--- src/rtl/uart_tx_arbiter_if.sv ---
// Requester and UartTx side signals of the shared-transmitter arbiter.
// The arbiter takes the slave view; producers plus the UartTx take the master view.
interface uart_tx_arbiter_if #(
   parameter int NREQ = 4
);
   logic [NREQ-1:0]   req;
   logic [NREQ-1:0]   lock;
   logic [8*NREQ-1:0] data_in;
   logic [NREQ-1:0]   ack;
   logic [NREQ-1:0]   grant;
   logic [7:0]        tx_data;
   logic              tx_latch;
   logic              tx_busy;
   logic              idle;

   modport master (
      output req, lock, data_in, tx_busy,
      input  ack, grant, tx_data, tx_latch, idle
   );

   modport slave (
      input  req, lock, data_in, tx_busy,
      output ack, grant, tx_data, tx_latch, idle
   );
endinterface

--- src/rtl/uart_tx_arbiter.sv ---
// Round-robin arbiter sharing one UartTx between NREQ byte producers,
// with lock-based packet mode and latch retry when busy never rises.
module uart_tx_arbiter #(
   parameter int NREQ         = 4,
   parameter int BUSY_TIMEOUT = 4
) (
   input  logic             clk,
   input  logic             nrst,
   uart_tx_arbiter_if.slave bus
);
   localparam int PW = $clog2(NREQ);
   localparam int TW = $clog2(BUSY_TIMEOUT);
   localparam logic [PW-1:0] P_LAST = PW'(NREQ - 1);
   localparam logic [TW-1:0] T_LAST = TW'(BUSY_TIMEOUT - 1);

   typedef enum logic [2:0] {
      S_IDLE,
      S_LATCH,
      S_WAITB,
      S_WAITD,
      S_ACK,
      S_NEXT
   } state_t;

   state_t               state, state_nxt;
   logic [NREQ-1:0]      grant, grant_nxt;
   logic [NREQ-1:0]      ack, ack_nxt;
   logic [7:0]           tx_data, tx_data_nxt;
   logic                 tx_latch, tx_latch_nxt;
   logic                 lock_q, lock_nxt;
   logic [PW-1:0]        owner, owner_nxt;
   logic [PW-1:0]        rr_ptr, rr_nxt;
   logic [TW-1:0]        timer, timer_nxt, timer_inc;
   logic [PW-1:0]        win, scan_idx;
   logic                 win_vld;
   logic [NREQ-1:0][7:0] din;

   assign din       = bus.data_in;
   assign timer_inc = timer + 1'b1;

   // Scan from the farthest slot back to rr_ptr so the closest set req wins last.
   always_comb begin
      win_vld  = 1'b0;
      win      = '0;
      scan_idx = '0;
      for (int k = NREQ - 1; k >= 0; k--) begin
         scan_idx = PW'((int'(rr_ptr) + k) % NREQ);
         if (bus.req[scan_idx]) begin
            win_vld = 1'b1;
            win     = scan_idx;
         end
      end
   end

   always_comb begin
      state_nxt    = state;
      grant_nxt    = grant;
      ack_nxt      = '0;
      tx_data_nxt  = tx_data;
      tx_latch_nxt = 1'b0;
      lock_nxt     = lock_q;
      owner_nxt    = owner;
      rr_nxt       = rr_ptr;
      timer_nxt    = timer;
      case (state)
         S_IDLE: begin
            if (win_vld) begin
               owner_nxt   = win;
               grant_nxt   = {{(NREQ-1){1'b0}}, 1'b1} << win;
               tx_data_nxt = din[win];
               state_nxt   = S_LATCH;
            end
         end
         S_LATCH: begin
            // A frame still shifting (possibly from before a reset) holds us here.
            if (!bus.tx_busy) begin
               tx_latch_nxt = 1'b1;
               timer_nxt    = '0;
               state_nxt    = S_WAITB;
            end
         end
         S_WAITB: begin
            timer_nxt = timer_inc;
            if (bus.tx_busy)
               state_nxt = S_WAITD;
            else if (timer_inc == T_LAST)
               state_nxt = S_LATCH;
         end
         S_WAITD: begin
            if (!bus.tx_busy) begin
               ack_nxt   = grant;
               state_nxt = S_ACK;
            end
         end
         S_ACK: begin
            // ack is visible this cycle; lock is only ever looked at here.
            lock_nxt  = bus.lock[owner];
            state_nxt = S_NEXT;
         end
         S_NEXT: begin
            if (lock_q && bus.req[owner]) begin
               tx_data_nxt = din[owner];
               state_nxt   = S_LATCH;
            end else begin
               grant_nxt = '0;
               rr_nxt    = (owner == P_LAST) ? '0 : owner + 1'b1;
               state_nxt = S_IDLE;
            end
         end
         default: begin
            grant_nxt = '0;
            state_nxt = S_IDLE;
         end
      endcase
   end

   always_ff @(posedge clk or negedge nrst) begin
      if (!nrst) begin
         state    <= S_IDLE;
         grant    <= '0;
         ack      <= '0;
         tx_data  <= '0;
         tx_latch <= 1'b0;
         lock_q   <= 1'b0;
         owner    <= '0;
         rr_ptr   <= '0;
         timer    <= '0;
      end else begin
         state    <= state_nxt;
         grant    <= grant_nxt;
         ack      <= ack_nxt;
         tx_data  <= tx_data_nxt;
         tx_latch <= tx_latch_nxt;
         lock_q   <= lock_nxt;
         owner    <= owner_nxt;
         rr_ptr   <= rr_nxt;
         timer    <= timer_nxt;
      end
   end

   assign bus.grant    = grant;
   assign bus.ack      = ack;
   assign bus.tx_data  = tx_data;
   assign bus.tx_latch = tx_latch;
   assign bus.idle     = (state == S_IDLE);
endmodule

--- src/flat_wrapper.sv ---
// flat-port wrapper written by rule: the top's interface ports become plain ports
module uart_tx_arbiter_flat 
#(
   parameter int NREQ         = 4,
   parameter int BUSY_TIMEOUT = 4
)
  (clk, nrst, bus_req, bus_lock, bus_data_in, bus_tx_busy, bus_ack, bus_grant, bus_tx_data, bus_tx_latch, bus_idle);
  uart_tx_arbiter_if #(.NREQ(NREQ)) bus_i ();
  input  logic clk;
  input  logic nrst;
  input wire logic [$bits(bus_i.req)-1:0] bus_req;
  input wire logic [$bits(bus_i.lock)-1:0] bus_lock;
  input wire logic [$bits(bus_i.data_in)-1:0] bus_data_in;
  input wire logic [$bits(bus_i.tx_busy)-1:0] bus_tx_busy;
  output wire logic [$bits(bus_i.ack)-1:0] bus_ack;
  output wire logic [$bits(bus_i.grant)-1:0] bus_grant;
  output wire logic [$bits(bus_i.tx_data)-1:0] bus_tx_data;
  output wire logic [$bits(bus_i.tx_latch)-1:0] bus_tx_latch;
  output wire logic [$bits(bus_i.idle)-1:0] bus_idle;
  assign bus_i.req = bus_req;
  assign bus_i.lock = bus_lock;
  assign bus_i.data_in = bus_data_in;
  assign bus_i.tx_busy = bus_tx_busy;
  assign bus_ack = bus_i.ack;
  assign bus_grant = bus_i.grant;
  assign bus_tx_data = bus_i.tx_data;
  assign bus_tx_latch = bus_i.tx_latch;
  assign bus_idle = bus_i.idle;
  uart_tx_arbiter #(.NREQ(NREQ), .BUSY_TIMEOUT(BUSY_TIMEOUT)) u_core (.clk(clk), .nrst(nrst), .bus(bus_i));
endmodule
--- config.mk ---
export PLATFORM = sky130hd
export DESIGN_NAME = uart_tx_arbiter_flat
export DESIGN_NICKNAME = d
export VERILOG_FILES = /design/src/rtl/uart_tx_arbiter_if.sv /design/src/rtl/uart_tx_arbiter.sv /design/src/flat_wrapper.sv
export SDC_FILE = /design/constraint.sdc
export NUM_CORES = 1
export LEC_CHECK = 0
export BUFFER_PORTS_ARGS = -buffer_cell sky130_fd_sc_hd__buf_4
export CAP_MARGIN = 20
export CORE_MARGIN = 5
export CORE_UTILIZATION = 46
export CTS_CLUSTER_DIAMETER = 150
export CTS_CLUSTER_SIZE = 24
export DETAILED_ROUTE_END_ITERATION = 8
export MAX_ROUTING_LAYER = met4
export PLACE_DENSITY = 0.76
export SYNTH_ARGS = -nofsm -noshare
export SYNTH_HDL_FRONTEND = slang
export SYNTH_SLANG_ARGS = --single-unit
export TNS_END_PERCENT = 30
--- constraint.sdc ---
create_clock -name clk -period 1.95 [get_ports clk]
set_input_delay 0.0975 -clock clk [delete_from_list [all_inputs] [get_ports clk]]
set_output_delay 0.0975 -clock clk [all_outputs]
set_load 0.01 [all_outputs]
==> results of run 1 <==
==> sequential cells by signal (all words and copies together) (netlist names), 2 cells and up <==
name	count
u_core.owner	2
u_core.timer	2
u_core.bus.grant	4
u_core.bus.ack	4
u_core.rr_ptr	2
u_core.bus.tx_data	8
u_core.state	3
==> cells by family after synthesis <==
kind of cell	synth area share, %
adder cells (fa/ha/maj)	1.33
flip-flops	35.9
buffers and inverters	4.91
multiplexers	18.5
AO/OA/AOI/OAI	22.6
AND/OR/NAND/NOR	16.8
==> final cells by class <==
cell class / instances / area (um2) / share of cell area, %
tap: 50 / 62.6 / 2.52
sequential: 27 / 676 / 27.2
multi-input combinational: 139 / 1120 / 44.9
inverter: 6 / 22.5 / 0.907
clock buffer: 3 / 41.3 / 1.66
clock inverter: 1 / 7.51 / 0.302
timing repair buffer: 74 / 558 / 22.5
==> final timing paths <==
kind                                             start                           endpoint
max                        u_core.owner[0]$_DFFE_PN0P_  u_core.bus.tx_data[6]$_DFFE_PN0P_
min                                     bus_data_in[0]  u_core.bus.tx_data[0]$_DFFE_PN0P_
max reg2reg                u_core.owner[0]$_DFFE_PN0P_  u_core.bus.tx_data[6]$_DFFE_PN0P_
min reg2reg                u_core.timer[0]$_DFFE_PN0P_        u_core.timer[0]$_DFFE_PN0P_
max in group asynchronous                         nrst        u_core.state[0]$_DFFE_PN0P_
min in group asynchronous                         nrst        u_core.bus.ack[2]$_DFF_PN0_
==> power by group through the flow <==
stage               Clock [mW]  Sequential (mW)  Combinational, mW
floorplan                    0            0.969               1.28
global placement             0            0.986               1.87
detailed placement           0            0.996               1.92
CTS                      0.342            0.987               1.92
global route             0.365             1.02               2.11
finish                   0.335            0.988               1.91
==> worst reg2reg max path, stage by stage, from the launching register on <==
cell	delay [ns]
dfrtp_1	0.38
mux4_2	0.53
a21oi_2	0.27
a211oi_4	0.07
buf_4	0.19
mux2i_1	0.12
a31oi_1	0.15
==> cell usage after synthesis (6+ instances only) <==
library cell / instances / share of area [%]
dfrtp_1: 27 / 36
nand2b_1: 12 / 4.0
o21ai_0: 11 / 2.9
mux4_2: 10 / 12
a21boi_0: 9 / 3.6
clkbuf_1: 9 / 1.8
mux2i_1: 9 / 4.8
a221oi_1: 8 / 3.7
a31oi_1: 8 / 2.7
nand2_1: 8 / 1.6
nor2_1: 8 / 1.6
and3_1: 7 / 2.3
inv_1: 6 / 1.2
==> through the flow <==
step | hold WS, ns | cell area, um2 | utilization (%)
after global placement | 0.0298 | 2420 | 60.6
after floorplan | -0.198 | 1880 | -
after detailed placement | 0.0311 | 2420 | 60.6
final | 0.0781 | 2480 | 62.1
after CTS | 0.0753 | 2480 | 62.1
after global routing | 0.0963 | 2480 | 62.1
==> layer usage <==
layer / GRT usage (%) / wire [um]
met1: 26.0 / 1930
met4: 8.05 / 110
met2: 31.8 / 2560
met5: - / 0
met3: 2.16 / 360
==> cell usage in the layout, fill, tap and decap left out, drive strengths merged, types with 2 or more instances in the layout <==
cell    instances
a21oi           6
clkbuf          3
nand2b         12
a31oi           8
a22o            4
ha              2
o21ai          11
nor2b           3
o21bai          5
buf            73
o22a            2
nor3            2
mux2            3
nand2           8
nand3           2
and3            7
inv             6
dfrtp          27
a221oi          8
nor2            8
mux4           10
and2            5
a21boi         10
mux2i           9
nor3b           3
==> impl_results.md, run 1 <==
* Fill count at ~360
* Max cap viols at 0
* Worst path depth at 6
* PnR worst setup slack at 0.159 ns
* Pwr/cell area at approximately 1300 nW/um2
* Layout Nets at 296
* Setup TNS at 0 ns
* Syn avg cell area at between 10 and 15 um2
* Seq pwr share at roughly 31%
* Max FO, Critical Path at 9
* Post-synthesis sequential area ratio at about 36%
* Final hold vios at 0
* CP top delay family: multiplexers
* Leak at approximately 1.1 nW
* Rows at 23
* Placed Cells at approximately 300
* Pre-CTS setup slack at 0.170 ns
* Clock Root Buffer: clkbuf_8
* Input/output buffers at 60
* Register-to-Register Path Depth at 6
* Worst path cell trace: mux4_2 > a21oi_2 > a211oi_4 > buf_4 > mux2i_1 > a31oi_1
* Area delta synth->final at 31.8%
* RSZ-0062 raised after global routing: no
* Status: finished, final reports clean
* R2r setup slk at between 0.15 and 0.2 ns
* Worst Clk Skew at around 0.0024 ns
* Clk sinks at 27
* Largest net degree at the start of global routing at 28
* Congestion Overflow GR at 0
* Critical path launch point type: register
* Clk pwr share at between 10% and 20%
* Total GRT Usage at 19.9%
* Fraction of layout cells with a size suffix above 1 at around 37%
* Post-CTS Hold Buffers at 1
* DR DRC count at 0
* Buf/Inv on CP at 1
* Worst skew pair latency at 0.28 ns
* Slowest cell on crit path: mux4_2
* Starting Density at between 40% and 50%
* Finished Layout Cells at 300
* Warnings, synthesis at 0
* Final setup fails at 0
* Vias in the first global route at about 1700
* Drt pass-1 iters at 4
* Logic pwr share at 59.1%
* Post-CTS Resized at 0
* Max incr delay on CP at between 0.5 and 0.6 ns
* H-tree levels at 1
* Via-per-instance ratio at roughly 5.9
* Synth cell types at 40
* Fin crit period at approximately 1.8 ns
* Synthesized netlist cell count at 187
* Routed Antenna Nets at 0
* DIE HEIGHT at about 74 um
* Max Slew Vio Count at 0
* Worst hold path cell count at 3
* CP endpoint kind: register
* Die Area at 5480 um2
* CTS Buf Count at 3
* Ys flop type: dfrtp_1
* Post-CTS setup buffer count at 0
* Worst slew pin tran at approximately 0.55 ns
* Sw power at approximately 1.3 mW
* CORE AREA at 4000 um2
* CTS tree: done
* First-pass GRT wire length at approximately 8 mm
* WL per Instance at 16.5 um
* Syn_nets at between 200 and 250
* CP Data Arrival Time at a little under 2 ns
* Synth Cell Area at ~1900 um2
* Required time worst endpoint at 2.15 ns
* WS Path Type: register to register
* Post-synth ARST share at between 90% and 100%
* Die width at between 70 and 80 um
* Ports at 61
* Worst-path clk slew at roughly 0.10 ns
* FMAX at 558 MHz
* GP Congestion at between 0.8 and 0.9
* Total Power at 3.23 mW
* Number of synthesized flops with an enable pin at 0
* Worst VDD drop at between 0.0006 and 0.0007 V
* Hold WC Path Type: input pin to register
* Final WL at a little under 5 mm
* Count of state elements after synthesis at 27
* Final period util at just over 90%
* Switch share at between 30 and 40%
* N_diodes at 0
* Total number of vias at between 1500 and 2000
* Post-DP HPWL at approximately 3.8 mm
* Int Pwr at about 2.0 mW
* Initial antenna violation count at 0
* Initial DRC Count at 143
* Slew Limit Headroom at between 60 and 70%
* Longest Clk Path Bufs at 2
(Power assumes the default switching activity.)
==> run 2: changes to the inputs <==
ABC_AREA = 1   (was not set)
CORE_UTILIZATION = 47   (was 46)
==> run 2 against run 1 <==
Maximum frequency fell by 2.2%. Die area increased by 7.6%. Design area up 11%. Core utilization increased by 1.4 points. Non-clock buffer count increased by 4. Via count grew 32%. Clock skew increased by 0.0051 ns. Combinational power is 60% higher. Largest cell class unchanged. Highest routed layer unchanged.
==> impl_results.md, run 2 <==
* WS Path Type: register to register (unchanged)
* Initial antenna violation count at 0 (unchanged)
* Number of flip-flops in the largest register at 8 (unchanged)
* PnR worst setup slack at 0.118 ns (was 0.159 ns)
* Syn_nets at 367 (was 232)
* Count of state elements after synthesis at 27 (unchanged)
* Required time worst endpoint at 2.13 ns (was 2.15 ns)
* Top cell type's share of synthesized area at 32.2% (was 35.9%)
* CP startpoint: u_core.rr_ptr[0]$_DFFE_PN0N_ (was u_core.owner[0]$_DFFE_PN0P_)
* Synth cell types at 28 (was 40)
* Finished Cell Area at 2760 um2 (was 2480 um2)
* Area delta synth->final at 31.8% (about the same)
* RSZ-0062 raised after global routing: yes (was no)
* RR Endpoint: u_core.bus.tx_data[0]$_DFFE_PN0P_ (was u_core.bus.tx_data[6]$_DFFE_PN0P_)
* DIE HEIGHT at 76.8 um (was 74 um)
* CP endpoint kind: register (unchanged)
* Max FO, Critical Path at 6 (was 9)
* Post-synthesis mux area share at 0% (was 18.5%)
* Worst hold path cell count at 3 (unchanged)
* Total Power at 4.35 mW (was 3.23 mW)
* Ports at 61 (unchanged)
* Die Area at 5890 um2 (was 5480 um2)
* Max incr delay on CP at 0.46 ns (was 0.53 ns)
* Commonest non-fill, non-tap cells in the layout: nand2_1 (95), buf_4 (74), nor2_1 (51) (was buf_4 (73), dfrtp_1 (27), nand2b_1 (12))
* Leak at 1.46 nW (was 1.14 nW)
* DR DRC count at 0 (unchanged)
* Number of synthesized flops with an enable pin at 0 (unchanged)
* Rows at 24 (was 23)
* Pwr/cell area at 1570 nW/um2 (was 1300 nW/um2)
* Vias in the first global route at 2122 (was 1708)
* Final period util at 94.0% (was 91.9%)
* Worst reg2reg path startpoint: u_core.rr_ptr[0]$_DFFE_PN0N_ (was u_core.owner[0]$_DFFE_PN0P_)
* Final hold vios at 0 (unchanged)
* Warnings, synthesis at 0 (unchanged)
* Worst path cell trace: buf_12 > o21ai_2 > nand2_1 > nand3_4 > nand3_4 > buf_4 > nand3_1 > nand2_1 > nand2_1 > nand3_1 > nand2_1 > nand2_1 (was mux4_2 > a21oi_2 > a211oi_4 > buf_4 > mux2i_1 > a31oi_1)
* Max cap viols at 0 (unchanged)
* Setup TNS at 0 ns (unchanged)
* GR Util met1 at 26.4% (was 26.0%)
* Slew Limit Headroom at 72.4% (was 63.4%)
* Grt met2 use at 32.2% (was 31.8%)
* Placed cell areas at 2600 um2 (was 2420 um2)
* Largest area contributor in the netlist: dfrtp_1 (unchanged)
* FMAX at 546 MHz (was 558 MHz)
* Largest Register: u_core.bus.tx_data (unchanged)
* Status: finished, final reports clean (unchanged)
* Largest net degree at the start of global routing at 28 (unchanged)
* Register-to-Register Path Depth at 12 (was 6)
* Largest registers: u_core.bus.tx_data x8, u_core.bus.ack x4, u_core.bus.grant x4 (unchanged)
* CP Data Arrival Time at 2.02 ns (was 1.99 ns)
* Die width at 76.8 um (was 74 um)
* Worst skew pair latency at 0.28 ns (about the same)
* GP Congestion at 0.897 (was 0.876)
* Fraction of layout cells with a size suffix above 1 at 28.1% (was 37.2%)
* Post-synth ARST share at 100% (unchanged)
* Synth Cell Area at 2100 um2 (was 1880 um2)
* Input/output buffers at 60 (unchanged)
* Top-count cell post-synth: nand2_1 (was dfrtp_1)
* H-tree levels at 1 (unchanged)
* Hold WC Path Type: input pin to register (unchanged)
* Adder-cell share of the synthesized area at 1.19% (was 1.33%)
* Final setup fails at 0 (unchanged)
* Most common library cell in the layout ignoring fill and taps: nand2_1 (was buf_4)
* Worst slew pin tran at 0.409 ns (was 0.547 ns)
* Initial DRC Count at 144 (was 143)
* Fin crit period at 1.83 ns (was 1.79 ns)
* First-pass GRT wire length at 9.73 mm (was 8.22 mm)
* CORE AREA at 4350 um2 (was 4000 um2)
* CP endpoint: u_core.bus.tx_data[0]$_DFFE_PN0P_ (was u_core.bus.tx_data[6]$_DFFE_PN0P_)
* Final WL at 6.02 mm (was 4.95 mm)
* Met3 usage at 2.11% (was 2.16%)
* Commonest cells in the netlist: nand2_1 (96), nor2_1 (51), o21ai_0 (32), nand3_1 (31), dfrtp_1 (27) (was dfrtp_1 (27), nand2b_1 (12), o21ai_0 (11), mux4_2 (10))
* Max Slew Vio Count at 0 (unchanged)
* Syn avg cell area at 6.51 um2 (was 10.1 um2)
* Via-per-instance ratio at 5.27 (was 5.88)
* WL per Instance at 13.6 um (was 16.5 um)
* CTS Buf Count at 3 (unchanged)
* Longest Clk Path Bufs at 2 (unchanged)
* Clk sinks at 27 (unchanged)
* Worst VDD drop at 0.000694 V (was 0.000625 V)
* Starting Density at 48.1% (was 47.1%)
* Congestion Overflow GR at 0 (unchanged)
* Layer with the highest usage: met2 (unchanged)
* CP most frequent cell: nand2_1
* Total number of vias at 2333 (was 1763)
* Critical path launch point type: register (unchanged)
* R2r setup slk at 0.12 ns (was 0.16 ns)
* Post-DP HPWL at 4.40 mm (was 3.83 mm)
* Post-synthesis sequential area ratio at 32.2% (was 35.9%)
* Total GRT Usage at 19.9% (about the same)
* CTS tree: done (unchanged)
* Post-synthesis compound-gate area fraction at 14.6% (was 22.6%)
* Worst Hold Margin at 0.144 ns (was 0.0781 ns)
* Ys flop type: dfrtp_1 (unchanged)
* Layout Nets at 437 (was 296)
* Slowest cell on crit path: dfrtp_2 (was mux4_2)
* Worst-path clk slew at 0.10 ns (about the same)
* Clock Root Buffer: clkbuf_8 (unchanged)
* Synthesized netlist cell count at 322 (was 187)
* Simple-Gate Fraction of Synth Area at 42.1% (was 16.8%)
* Worst Clk Skew at 0.00747 ns (was 0.00241 ns)
* Pre-CTS setup slack at -0.0154 ns (was 0.170 ns)
* Routed Antenna Nets at 0 (unchanged)
* Combinational family with the most area after synthesis: simple AND/OR/NAND/NOR gates (was compound AO/OA/AOI/OAI gates)
* Synth area leaders: dfrtp_1 (32%), nand2_1 (17%), nor2_1 (9.1%), o21ai_0 (7.6%), nand3_1 (7.4%) (was dfrtp_1 (36%), mux4_2 (12%), mux2i_1 (4.8%), nand2b_1 (4.0%), a221oi_1 (3.7%))
* N_diodes at 0 (unchanged)
* Fill count at 420 (was 359)
* Post-Synth XOR/XNOR Area at 0.418% (was 0%)
* Drt pass-1 iters at 4 (unchanged)
run 2: cell count changes after synthesis, sizes merged, moves of 12 or more:
cell    previous run  this run
nand2              8       108
inv                6        24
nor2               8        51
nand3              2        34
nand2b            12         0
o21ai             11        35
run 2: worst min-delay path by stage:
stage                     start                          end  slack (ns)
detailed placement         nrst  u_core.state[1]$_DFFE_PN0P_        0.04
finish              bus_lock[1]    u_core.lock_q$_DFFE_PN0P_        0.14
CTS                 bus_lock[1]    u_core.lock_q$_DFFE_PN0P_        0.14
floorplan                  nrst  u_core.bus.ack[0]$_DFF_PN0_       -0.20
global placement           nrst  u_core.timer[0]$_DFFE_PN0P_        0.03
global route        bus_lock[1]    u_core.lock_q$_DFFE_PN0P_        0.14
run 2: area by class of cell:
type	count	area (um2)	share of cell area [%]
Multi-Input combinational cell	258	1270	46.2
Sequential cell	27	679	24.6
Timing Repair Buffer	78	607	22.0
Inverter	24	90.1	3.26
Tap cell	52	65.1	2.36
Clock buffer	3	41.3	1.49
Clock inverter	1	5.00	0.181
run 2: kinds of logic (layout without fill, tap and decap cells):
group,Yosys count,count (layout)
simple gates,198,199
buf+inv,38,106
flops,27,27
fa+ha+maj,2,2
compound gates,56,56
xor+xnor,1,1
run 2: stage by stage:
stage / std cells / util, %
2_1_floorplan: 322 / -
6_report: 443 / 63.4
5_1_grt: 443 / 63.4
3_3_place_gp: 433 / 59.7
4_1_cts: 439 / 61.4
3_5_place_dp: 433 / 59.7
run 2: metal layers:
layer	vias up	wire length (um)
li1	1186	-
met1	1072	2750
met2	71	2900
met3	4	316
met4	0	54
met5	-	0
run 2: worst max-delay path, delay by kind of cell, from the launching register on:
kind / cells / cell delay [ns]
DFF: 1 / 0.46
buffers and inverters: 2 / 0.35
AOI/OAI and AO/OA: 1 / 0.15
and+or+nand+nor: 9 / 0.76
run 2: what timing repair did:
action                     4_1_cts  5_1_grt
pin swaps                        0        2
hold buffers                     2        0
hold endpoints to repair        28        0
gates cloned                     0        1
gates resized for setup          2       12
setup endpoints to repair        8       12
buffers inserted                 0        3
run 2: power by group:
group          leakage, nW  switching, mW  internal [mW]  total [mW]
Sequential           0.343          0.190          0.776       0.966
Combinational         1.09           1.84           1.22        3.05
Clock               0.0255          0.188          0.144       0.331
Total                 1.46           2.21           2.14        4.35
==> run 3: changes to the inputs <==
==> constraint.sdc (replaced) <==
create_clock -name clk -period 1.95 [get_ports clk]
set_input_delay 0.2925 -clock clk [delete_from_list [all_inputs] [get_ports clk]]
set_output_delay 0.2925 -clock clk [all_outputs]
set_load 0.01 [all_outputs]
==> run 3 against run 2 <==
Core utilization down 0.23 points. Critical path depth unchanged. Worst setup slack better by 0.00051 ns. Worst hold slack better by 0.038 ns. Critical path type unchanged. Critical endpoint unchanged. Largest power group unchanged. Highest routed layer unchanged.
==> impl_results.md, run 3 (synthesized netlist as in run 2, its figures left out) <==
* WL per Instance at 13.5 um (was 13.6 um)
* Status: finished, final reports clean (unchanged)
* Layout Nets at 436 (was 437)
* Longest Clk Path Bufs at 2 (unchanged)
* Starting Density at 48.1% (unchanged)
* Area delta synth->final at 31.3% (was 31.8%)
* Max Slew Vio Count at 0 (unchanged)
* Post-DP HPWL at 4.40 mm (unchanged)
* Die Area at 5890 um2 (unchanged)
* Total Power at 4.34 mW (was 4.35 mW)
* Total number of vias at 2334 (was 2333)
* CTS tree: done (unchanged)
* Ports at 61 (unchanged)
* RSZ-0062 raised after global routing: yes (unchanged)
* H-tree levels at 1 (unchanged)
* Max cap viols at 0 (unchanged)
* First-pass GRT wire length at 9.69 mm (was 9.73 mm)
* WS Path Type: register to register (unchanged)
* Total GRT Usage at 19.8% (was 19.9%)
* Largest registers: u_core.bus.tx_data x8, u_core.bus.ack x4, u_core.bus.grant x4 (unchanged)
* Final hold vios at 0 (unchanged)
* Die width at 76.8 um (unchanged)
* DIE HEIGHT at 76.8 um (unchanged)
* Most common library cell in the layout ignoring fill and taps: nand2_1 (unchanged)
* Via-per-instance ratio at 5.28 (was 5.27)
* Initial antenna violation count at 0 (unchanged)
* Hold WC Path Type: input pin to register (unchanged)
* Final period util at 93.9% (was 94.0%)
* Max FO, Critical Path at 6 (unchanged)
* FMAX at 546 MHz (about the same)
* N_diodes at 0 (unchanged)
* Clock Root Buffer: clkbuf_8 (unchanged)
* Final setup fails at 0 (unchanged)
* Congestion Overflow GR at 0 (unchanged)
* Largest net degree at the start of global routing at 28 (unchanged)
* Routed Antenna Nets at 0 (unchanged)
* Placed cell areas at 2600 um2 (unchanged)
* Drt pass-1 iters at 4 (unchanged)
* CP endpoint kind: register (unchanged)
* DR DRC count at 0 (unchanged)
* Input/output buffers at 60 (unchanged)
* Worst skew pair latency at 0.28 ns (about the same)
* CTS Buf Count at 3 (unchanged)
* R2r setup slk at 0.12 ns (about the same)
* Pwr/cell area at 1580 nW/um2 (was 1570 nW/um2)
* Slew Limit Headroom at 72.4% (unchanged)
* Final WL at 5.98 mm (was 6.02 mm)
* Fin crit period at 1.83 ns (about the same)
* Initial DRC Count at 168 (was 144)
* CP startpoint: u_core.rr_ptr[0]$_DFFE_PN0N_ (unchanged)
* Fraction of layout cells with a size suffix above 1 at 28.2% (was 28.1%)
* Critical path launch point type: register (unchanged)
* Worst-path clk slew at 0.10 ns (about the same)
* GP Congestion at 0.897 (unchanged)
* Rows at 24 (unchanged)
* Finished Cell Area at 2750 um2 (was 2760 um2)
* Commonest non-fill, non-tap cells in the layout: nand2_1 (95), buf_4 (74), nor2_1 (51) (unchanged)
* Worst reg2reg path startpoint: u_core.rr_ptr[0]$_DFFE_PN0N_ (unchanged)
* Vias in the first global route at 2116 (was 2122)
* Worst VDD drop at 0.000694 V (about the same)
* Leak at 1.45 nW (was 1.46 nW)
* Clk sinks at 27 (unchanged)
* Worst Clk Skew at 0.00754 ns (was 0.00747 ns)
* HP Start: bus_tx_busy (was bus_lock[1])
* Required time worst endpoint at 2.13 ns (about the same)
* CP Data Arrival Time at 2.01 ns (was 2.02 ns)
* Number of flip-flops in the largest register at 8 (unchanged)
* CORE AREA at 4350 um2 (unchanged)
* Largest Register: u_core.bus.tx_data (unchanged)
* Worst slew pin tran at 0.409 ns (unchanged)
-- run 3: routing by layer --
| layer | track usage, % | share of wire, % |
|---|---|---|
| met1 | 26.3 | 46 |
| met2 | 32.0 | 48 |
| met3 | 2.11 | 5.3 |
| met4 | 5.24 | 0.90 |
| met5 | - | 0 |
-- run 3: critical path, stage by stage, from the launching register on --
cell and delay (ns):
dfrtp_2 0.46, buf_12 0.15, o21ai_2 0.15, nand2_1 0.13
nand3_4 0.13, nand3_4 0.14, buf_4 0.20, nand3_1 0.08
nand2_1 0.05, nand2_1 0.05, nand3_1 0.07, nand2_1 0.07
nand2_1 0.04
-- run 3: final timing paths --
| path | to | cells past startpoint |
|---|---|---|
| worst max-delay path | u_core.bus.tx_data[0]$_DFFE_PN0P_ | 12 |
| worst min-delay path | u_core.bus.tx_latch$_DFF_PN0_ | 2 |
| worst max register to register | u_core.bus.tx_data[0]$_DFFE_PN0P_ | 12 |
| worst min register to register | u_core.bus.tx_data[1]$_DFFE_PN0P_ | 2 |
| max in group asynchronous | u_core.rr_ptr[1]$_DFFE_PN0N_ | 2 |
| min in group asynchronous | u_core.bus.grant[0]$_DFFE_PN0P_ | 2 |
-- run 3: repair_timing --
item,CTS,global route
hold buffers,1,0
gates cloned,0,1
pin swaps,0,2
hold endpoints to repair,27,0
endpoints found under the setup margin,8,12
resized for setup,2,12
setup buffers,0,3
-- run 3: area by class of cell --
type	instances	area [um2]
Clock buffer	3	41.3
Clock inverter	1	5.00
Fill cell	421	1600
Inverter	24	90.1
Multi-Input combinational cell	258	1270
Sequential cell	27	679
Tap cell	52	65.1
Timing Repair Buffer	77	597
-- run 3: report_power, final --
group	internal [mW]	leakage (nW)	switching (mW)
clock	0.144	0.0255	0.187
combinational	1.22	1.08	1.83
sequential	0.776	0.343	0.190
-- run 3: per-stage QoR --
stage                     setup TNS (ns)  cells  setup slack, ns  util [%]  hold slack (ns)
after detailed placement         -0.0262    433          -0.0154      59.7            0.232
after global placement                 0    433           0.0278      59.7            0.229
final                                  0    442            0.118      63.2            0.182
after floorplan                        0    322            0.253         -         -0.00309
after global routing             -0.0317    442          -0.0178      63.2            0.172
after CTS                              0    438           0.0682      61.1            0.174
